### src/rtl/fifo_wr_arbiter.sv
// fifo_wr_arbiter: round-robin burst arbiter sharing the async_fifo write port among requesters
module fifo_wr_arbiter #(
  parameter int NUM_REQ    = 4,
  parameter int DATA_WIDTH = 32,
  parameter int MAX_BURST  = 4,
  parameter int CNT_WIDTH  = 32
) (
  input  logic                          wr_clk,
  input  logic                          rst,
  input  logic [NUM_REQ-1:0]            req_valid,
  input  logic [NUM_REQ*DATA_WIDTH-1:0] req_data,
  output logic [NUM_REQ-1:0]            req_ready,
  input  logic                          full,
  output logic                          wr_en,
  output logic [DATA_WIDTH-1:0]         din,
  output logic                          grant_valid,
  output logic [$clog2(NUM_REQ)-1:0]    grant_id,
  output logic [CNT_WIDTH-1:0]          beat_count
);
  localparam int IW = $clog2(NUM_REQ);
  localparam int BW = MAX_BURST > 1 ? $clog2(MAX_BURST) : 1;
  typedef enum logic {IDLE, BURST} state_t;
  state_t state_q, state_d;
  logic [IW-1:0] rr_ptr_q, rr_ptr_d, grant_id_q, grant_id_d, sel_id, next_id;
  logic [IW:0] idx;
  logic [BW-1:0] burst_cnt_q, burst_cnt_d;
  logic [CNT_WIDTH-1:0] beat_count_q, beat_count_d;
  logic fire, last, grant_hold;
  assign grant_valid = state_q == BURST;
  assign grant_id = grant_id_q;
  assign beat_count = beat_count_q;
  assign grant_hold = req_valid[grant_id_q];
  assign fire = grant_valid && grant_hold && !full;
  assign last = burst_cnt_q == BW'(MAX_BURST - 1);
  assign next_id = grant_id_q == IW'(NUM_REQ - 1) ? '0 : grant_id_q + 1'b1;
  // first valid requester at or after rr_ptr; scanning downward lets the nearest hit win
  always_comb begin
    sel_id = rr_ptr_q;
    idx = '0;
    for (int k = NUM_REQ - 1; k >= 0; k--) begin
      idx = {1'b0, rr_ptr_q} + (IW+1)'(k);
      idx = idx >= (IW+1)'(NUM_REQ) ? idx - (IW+1)'(NUM_REQ) : idx;
      sel_id = req_valid[idx[IW-1:0]] ? idx[IW-1:0] : sel_id;
    end
  end
  // state register with asynchronous reset
  always_ff @(posedge wr_clk or posedge rst) begin
    if (rst) begin
      state_q <= IDLE;
      rr_ptr_q <= '0;
      grant_id_q <= '0;
      burst_cnt_q <= '0;
      beat_count_q <= '0;
    end else begin
      state_q <= state_d;
      rr_ptr_q <= rr_ptr_d;
      grant_id_q <= grant_id_d;
      burst_cnt_q <= burst_cnt_d;
      beat_count_q <= beat_count_d;
    end
  end
  // next state: grant in IDLE, leave BURST on a full burst or when the owner drops valid
  always_comb begin
    state_d = state_q;
    rr_ptr_d = rr_ptr_q;
    grant_id_d = grant_id_q;
    burst_cnt_d = fire ? burst_cnt_q + 1'b1 : burst_cnt_q;
    beat_count_d = fire ? beat_count_q + 1'b1 : beat_count_q;
    if (state_q == IDLE) begin
      if (|req_valid) begin
        grant_id_d = sel_id;
        burst_cnt_d = '0;
        state_d = BURST;
      end
    end else if (!grant_hold || (fire && last)) begin
      state_d = IDLE;
      rr_ptr_d = next_id;
    end
  end
  // outputs: only the granted requester sees ready, and only while the FIFO has room
  always_comb begin
    req_ready = '0;
    req_ready[grant_id_q] = grant_valid && !full;
    wr_en = fire;
    din = fire ? req_data[grant_id_q*DATA_WIDTH +: DATA_WIDTH] : '0;
  end
endmodule

### config.mk
export PLATFORM = sky130hd
export DESIGN_NAME = fifo_wr_arbiter
export DESIGN_NICKNAME = d
export VERILOG_FILES = /design/src/rtl/fifo_wr_arbiter.sv
export SDC_FILE = /design/constraint.sdc
export NUM_CORES = 1
export LEC_CHECK = 0
export ABC_CLOCK_PERIOD_IN_PS = 3800
export CORE_MARGIN = 2
export CORE_UTILIZATION = 30
export CTS_BUF_LIST = sky130_fd_sc_hd__clkbuf_8
export DETAILED_ROUTE_END_ITERATION = 8
export PLACE_DENSITY_LB_ADDON = 0.15
export SLEW_MARGIN = 20
export SYNTH_ARGS = -nofsm -noshare
export SYNTH_HDL_FRONTEND = slang
export SYNTH_SLANG_ARGS = --single-unit
### constraint.sdc
create_clock -name wr_clk -period 3.8 [get_ports wr_clk]
set_input_delay 0.76 -clock wr_clk [delete_from_list [all_inputs] [get_ports wr_clk]]
set_output_delay 0.76 -clock wr_clk [all_outputs]
set_load 0.02 [all_outputs]
## Yosys cells after proc, flatten, opt, wreduce, memory -nomap -nowiden

Index checks and enable logic that the tools add are counted.
W data, S select, Z words.

- Output and inout bits: 72
- Flip-flop bits (word level): 39

- Mux-type cells: 28
- Magnitude comparators: 10
- Bitwise operators: 2
- Reductions and logical operators: 11
- $add $sub $neg: 10
- Equal/unequal tests: 2
- Shift operators: 1

Operator list:

| operator | count |
|---|---|
| $shiftx A128 B8 Y32 | 1 |
| $add A32 B1 Y32 const B | 1 |
| $mux W32 | 1 |
| $mux W2 | 12 |
| $lt A2 B3 Y1 const B | 5 |
| $bmux W1 S2 | 5 |
| $ge A3 B3 Y1 const B | 3 |
| $mux W1 | 9 |
| $sub A2 B1 Y2 const B | 4 |
| $add A2 B2 Y3 const B | 2 |
| $logic_and A1 B1 Y1 | 5 |
| $add A2 B1 Y2 const B | 2 |
| $and A4 B4 Y4 | 1 |
| $eq A2 B2 Y1 const B | 2 |
| $reduce_and A2 Y1 | 2 |
| $reduce_or A4 Y1 | 1 |
| $add A2 B1 Y3 const B | 1 |
| $ge A2 B3 Y1 const B | 1 |
| $demux W1 S2 | 1 |
| $ge A2 B1 Y1 const B | 1 |
| $logic_not A1 Y1 | 2 |
| $logic_or A1 B1 Y1 | 1 |
| $not A1 Y1 | 1 |

## Depth between registers and ports, before layout

Gate-level depths: netlist of run 1.

- Depth in word-level cells: 9
- Mapped depth: 6
- Gate-level depth less buffers: 5

## Worst setup path before layout of run 1

No wires, ideal clock.

- Path type: input -> output
- Start: input req_valid[3]
- End: output din[10]
- Buffers on the path: 2
- Stages on the path: 4
- Setup slack: 1.232 ns
- Arrival time: 1.808 ns
- Required time: 3.040 ns
- Path through: mux4_2 buf_2 clkbuf_1 and3_1

- Word-level cells in the longest chain between the ends: 5

RTL lines:

| item | line | source |
|---|---|---|
| start, declared | 10 | `input logic [NUM_REQ-1:0] req_valid,` |
| $bmux W1 S2 | 32 | `assign grant_hold = req_valid[grant_id_q];` |
| $mux W1 (not written as such) | 32 |  |
| $logic_and A1 B1 Y1 (2 in a row) | 33 | `assign fire = grant_valid && grant_hold && !full;` |
| $mux W32 | 85 | `din = fire ? req_data[grant_id_q*DATA_WIDTH +: DATA_WIDTH] : '0;` |
| end, declared | 15 | `output logic [DATA_WIDTH-1:0] din,` |

No other way between the ends. The select of a mux whose other input is x is not followed.

## Worst setup path in the final report of run 1

- Start: input req_valid[2]
- End: output din[30]

Same word-level chain as after synthesis.

==> results.yml, run 1 <==
yosys:
  synthMuxAreaShare_pct: 26.53
  synth_top_family_by_area: "multiplexers"
  synth-edff-count: 0
  synth-xor-area-share_pct: 9.569
  ys_async_sr_fraction_pct: 100.0
  netlist_instances: 258
  syn-num-nets: 399
  synth-simple-area-share_pct: 21.87
  synth.distinct_cells: 36
  synthAdderAreaFrac_pct: 2.563
  synth-seq-cells: 39
  synth_compound_area_share_pct: 2.435
  yosys_warnings: 0
  syn_area_um2: 2929
  synth-seq-area-share_pct: 33.32
  synth_area_per_cell_um2: 11.35
  ys.flop_type: "dfrtp_1"
power:
  p_per_area_nw_per_um2: 465.3
  switching_power_w: 0.0008984
  leakagePower_nw: 2.200
  seqPwrFrac_pct: 22.8
  peakVddDrop_v: 0.0002840
  pwr-share-comb_pct: 60.7
  p_int_w: 0.001569
  pwr-share-clk_pct: 16.5
  switching_share_pct: 36.41
clock_tree:
  clk_transition_reported_paths_ns: 0.08
  cts_resized: 0
  insertion_delay_ns: 0.30
  clockRootBuffer: "clkbuf_8"
  cts_setup_buffers: 0
  numCtsBuffers: 5
  ctsHoldBuffers: 0
  clk_path_buf_depth: 2
  cts.sinks: 39
  cts_tree: "built"
  cts_max_level: 2
global_routing:
  antenna_found_initial: 0
  grt_pass1_wl_um: 16290
  grt_usage_pct: 20.52
  grt_overflow: 0
  grt_max_degree: 39
  grt_pass1_vias: 3053
final_layout:
  drive_gt1_share_pct: 12.47
  nets: 605
  fin_util_pct: 55.01
  area_growth_syn_to_layout_pct: 81.03
  diodes: 0
  nFillCells: 913
detailed_routing:
  wire_per_inst_um: 17.69
  drc: 0
  num_vias: 2981
  vias_per_cell: 4.985
  wl_met1_um: 4295
  drtIter0Drc: 81
  route.met3.wl_um: 820
  ant_nets: 0
  drt_first_pass_iters: 5
  totalWireLength_um: 10580
  wl_met2_um: 5259
  highest_layer: "met4"
timing:
  fin_setup_tns_ns: 0
  max_slew.worst_pin.slew_ns: 0.4859
  final-max-slew-violation-count: 0
  period_minus_slack_ns: 3.458
  setup-violations-final: 0
  hold_viol: 0
  worst_clock_skew_ns: 0.008433
  slew_headroom_pct: 67.49
  period_share_pct: 90.99
  clock.fmax_mhz: 289.2
  rsz0062_at_grt: "false"
flow_run:
  max_cap_viol_count: 0
worst_hold_path:
  hold_depth: 1
  min-delay-path-class: "reg2reg"
  hp-start: "beat_count[31]$_DFFE_PP0P_"
  hold_end: "beat_count[31]$_DFFE_PP0P_"
die:
  die_w_um: 102.8
  die_y_um: 102.8
  core_region_area_um2: 9639
  initial_core_util_pct: 30.39
  dieArea_um2: 10570
  ios: 207
  num_rows: 36
placed_design:
  dp_hpwl_um: 8760
  portBuffers: 206
  gp_congestion: 0.8883
worst_setup_path:
  arrival_ns: 2.70
  r2r_cells: 6
  crit_family: "buffers and inverters"
  crit_path_frequent_cell: "clkdlybuf4s50_1"
  r2r_start: "grant_id[0]$_DFFE_PP0P_"
  r2r-end: "beat_count[20]$_DFFE_PP0P_"
  start_kind: "input port"
  path_cells: "clkdlybuf4s50_1 > mux4_2 > buf_4 > and3_1 > clkdlybuf4s50_1"
  critical_path.max_stage_delay_ns: 0.54
  critPathLaunch: "req_valid[2]"
  cp.buffers_inverters: 3
  cp-end-kind: "primary output"
  path_max_fanout: 14
  cp.required_ns: 3.04
  crit_type: "in2out"
  critPathSlowestCell: "mux4_2"
  ff2ff_setup_slack_ns: 1.56
status:
  status: "completed"
[metal layers]
layer  vias to the layer above  track usage (%)
met5                         -                0
met4                         0            4.858
met3                        19            6.237
met2                       119            35.50
met1                      1448            25.25
li1                       1395                -
[cell usage in the layout (no fill, tap or decap), types with 2 or more instances in the layout]
cell,instances
a21oi_1,2
xnor2_1,21
o21ai_0,3
nor2b_1,2
buf_4,10
nor4_1,4
nand3_1,13
nor3_1,4
clkdlybuf4s50_1,206
nand2b_1,2
dfrtp_1,38
bufinv_16,2
xor2_1,11
inv_1,7
ha_1,6
and2_1,6
nor2_1,11
nand2_1,12
nand4_1,8
and4_1,6
clkbuf_8,5
mux4_2,33
and3_1,36
mux2_2,3
[synth_stat cells, types with 4 or more instances]
cell      instances  area (um2)
and2_1            6       37.54
and3_1           36       225.2
and4_1            6       52.55
buf_2             6       30.03
clkbuf_1          9       33.78
dfrtp_1          39       975.9
ha_1              6       75.07
inv_1             6       22.52
mux4_2           33       743.2
nand2_1          12       45.04
nand3_1          13       65.06
nand4_1           8       50.05
nor2_1           11       41.29
nor3_1            4       20.02
nor4_1            4       25.02
xnor2_1          21       183.9
xor2_1           11       96.34
[cell type report]
type	count	area (um2)	area share (%)
inverter	6	22.52	0.4247
sequential	39	977.2	18.43
tap	133	166.4	3.138
timing repair buffer	217	2157	40.68
clock buffer	5	68.82	1.298
multi-input combinational	195	1847	34.83
clock inverter	3	63.81	1.203
[power groups by stage]
| stage | Clock, W | Combinational, W | Sequential (W) |
|---|---|---|---|
| 2_1_floorplan | 0 | 0.000872 | 0.000599 |
| 3_3_place_gp | 0 | 0.00151 | 0.000569 |
| 3_5_place_dp | 0 | 0.00152 | 0.000570 |
| 4_1_cts | 0.000415 | 0.00152 | 0.000562 |
| 5_1_grt | 0.000430 | 0.00162 | 0.000577 |
| 6_report | 0.000407 | 0.00150 | 0.000562 |
[worst max path at each step]
stage | end | slack (ns) | depth (start not counted)
6_report | din[30] | 0.34 | 5
5_1_grt | wr_en | 0.29 | 6
4_1_cts | din[30] | 0.35 | 5
3_5_place_dp | din[30] | 0.36 | 5
3_3_place_gp | din[22] | 0.38 | 5
2_1_floorplan | din[10] | 1.23 | 4
[stage by stage]
step	setup WS (ns)	total power [W]	instances	area, um2	hold WS (ns)
floorplan	1.232	0.001471	258	2929	0.5061
global placement	0.3849	0.002080	590	5170	0.4640
detailed placement	0.3572	0.002086	590	5170	0.4659
CTS	0.3547	0.002501	598	5303	0.4790
global route	0.2879	0.002623	598	5303	0.5033
finish	0.3424	0.002467	598	5303	0.4832
[flip-flops by register name, summed over array words and instances, names as in the netlist]
| signal | count |
|---|---|
| beat_count | 32 |
| burst_cnt_q | 2 |
| grant_id | 2 |
| grant_valid | 1 |
| rr_ptr_q | 2 |
[cell families (layout without fill, tap and decap cells)]
| family | count (synthesis) | in the layout |
|---|---|---|
| AOI/OAI and AO/OA | 11 | 11 |
| muxes | 36 | 36 |
| adders and majority gates | 6 | 6 |
| xor gates and xnor gates | 32 | 32 |
| and+or+nand+nor | 110 | 110 |
| DFF | 39 | 39 |
| buffers and inverters | 24 | 231 |
(Power assumes the default switching activity.)
==> run 2: changes to the inputs <==
CORE_MARGIN = 1   (was 2)
CORE_UTILIZATION = 39   (was 30)
==> run 2 against run 1 <==
Die area down 26%. Power down 6.3%. Cell count down 6.0%. Largest power group unchanged. Sequential power up 7.1%. Global-route usage up 7.5 points. First-iteration DRC count up 60%. Sequential share of layout area up 0.39 points. Combinational power down 3%. Largest cell class unchanged. Routed wire length down 0.82%. Worst hold slack worse by 0.0083 ns. Highest routed layer unchanged.
==> results.yml, run 2 (synthesized netlist as in run 1, its figures left out) <==
final_layout:
  nets: 603
  fin_util_pct: 71.61
  final_common_cell: "clkdlybuf4s50_1"
  diodes: 0
  layout_common_cells: "clkdlybuf4s50_1, dfrtp_1, and3_1, mux4_2, xnor2_1"
  nFillCells: 543
  area_growth_syn_to_layout_pct: 77.32
  drive_gt1_share_pct: 11.88
  largest_reg_flops: 32
worst_setup_path:
  ff2ff_setup_slack_ns: 1.49
  r2r_start: "grant_id[0]$_DFFE_PP0P_"
  path_max_fanout: 29
  start_kind: "input port"
  crit_type: "in2out"
  cp.required_ns: 3.04
  arrival_ns: 2.72
  r2r-end: "beat_count[28]$_DFFE_PP0P_"
  r2r_cells: 5
  cp-end-kind: "primary output"
detailed_routing:
  num_vias: 3039
  ant_nets: 0
  drt_first_pass_iters: 4
  drtIter0Drc: 130
  drc: 0
  totalWireLength_um: 10490
  vias_per_cell: 5.407
  wire_per_inst_um: 18.67
clock_tree:
  cts_setup_buffers: 0
  clockRootBuffer: "clkbuf_8"
  clk_path_buf_depth: 2
  cts.sinks: 39
  cts_resized: 0
  clk_transition_reported_paths_ns: 0.07
  ctsHoldBuffers: 0
  cts_max_level: 2
  cts_tree: "built"
  numCtsBuffers: 5
  insertion_delay_ns: 0.28
die:
  ios: 207
  die_w_um: 88.66
  die_y_um: 88.66
  num_rows: 31
  initial_core_util_pct: 40.38
  dieArea_um2: 7861
  core_region_area_um2: 7253
global_routing:
  antenna_found_initial: 0
  grt_usage_pct: 27.97
  grt_max_degree: 39
  grt_pass1_vias: 3210
  grt_pass1_wl_um: 16220
  grt_overflow: 0
power:
  pwr-share-clk_pct: 11.2
  p_per_area_nw_per_um2: 445.3
  leakagePower_nw: 2.170
  switching_power_w: 0.0008932
  seqPwrFrac_pct: 26.0
  total_power_w: 0.002313
  pwr-share-comb_pct: 62.8
  peakVddDrop_v: 0.0002829
  switching_share_pct: 38.62
  p_int_w: 0.001420
timing:
  setup-violations-final: 0
  max_slew.worst_pin.slew_ns: 0.6420
  slew_headroom_pct: 57.16
  period_minus_slack_ns: 3.483
  fin_setup_tns_ns: 0
  hold_viol: 0
  final-max-slew-violation-count: 0
  timing.final.ws_setup_ns: 0.3172
  period_share_pct: 91.65
  clock.fmax_mhz: 287.1
  worst_clock_skew_ns: 0.009589
  rsz0062_at_grt: "false"
placed_design:
  portBuffers: 206
  post-place-ws_ns: 0.3153
  gp_congestion: 0.9349
  dp_hpwl_um: 8641
worst_hold_path:
  hold_depth: 1
  min-delay-path-class: "reg2reg"
  hp-start: "beat_count[31]$_DFFE_PP0P_"
  hold_end: "beat_count[31]$_DFFE_PP0P_"
status:
  status: "completed"
flow_run:
  max_cap_viol_count: 0
run 2: stage by stage:
step | instances | hold WS (ns) | cell area, um2
after CTS | 562 | 0.4768 | 5194
after global routing | 562 | 0.5132 | 5194
after detailed placement | 554 | 0.4662 | 5112
final | 562 | 0.4749 | 5194
after floorplan | 258 | 0.5061 | 2929
after global placement | 554 | 0.4626 | 5112
run 2: layout make-up:
type / instances / area, um2 / area share (%)
Timing Repair Buffer: 215 / 2142 / 41.24
Multi-Input combinational cell: 195 / 1847 / 35.56
Sequential cell: 39 / 977.2 / 18.81
Clock buffer: 5 / 68.82 / 1.325
Inverter: 6 / 22.52 / 0.4336
Clock inverter: 3 / 12.51 / 0.2409
Tap cell: 99 / 123.9 / 2.385
run 2: worst max-delay path, stage by stage:
cell and delay, ns:
clkdlybuf4s50_1 0.49, mux4_2 0.50, buf_4 0.24, and3_1 0.18, clkdlybuf4s50_1 0.54
run 2: worst max path at each step:
stage	from	to	slack, ns	cells past startpoint
floorplan	req_valid[3]	din[10]	1.23	4
global placement	req_valid[2]	din[22]	0.38	5
detailed placement	req_valid[2]	din[11]	0.32	5
CTS	req_valid[0]	din[11]	0.33	5
global route	req_valid[0]	din[3]	0.27	5
finish	req_valid[0]	din[22]	0.32	5
run 2: power groups by stage:
stage / Combinational [W] / Clock (W) / Sequential, W
5_1_grt: 0.00156 / 0.000284 / 0.000616
3_3_place_gp: 0.00143 / 0 / 0.000604
2_1_floorplan: 0.000872 / 0 / 0.000599
3_5_place_dp: 0.00146 / 0 / 0.000609
4_1_cts: 0.00146 / 0.000267 / 0.000602
6_report: 0.00145 / 0.000259 / 0.000602
run 2: per-layer routing:
layer / vias up / GRT usage [%] / routed length, um
met2: 153 / 48.67 / 5300
met5: - / 0 / 0
met4: 0 / 12.46 / 463
met1: 1461 / 31.57 / 3841
met3: 39 / 8.582 / 884
li1: 1386 / - / -
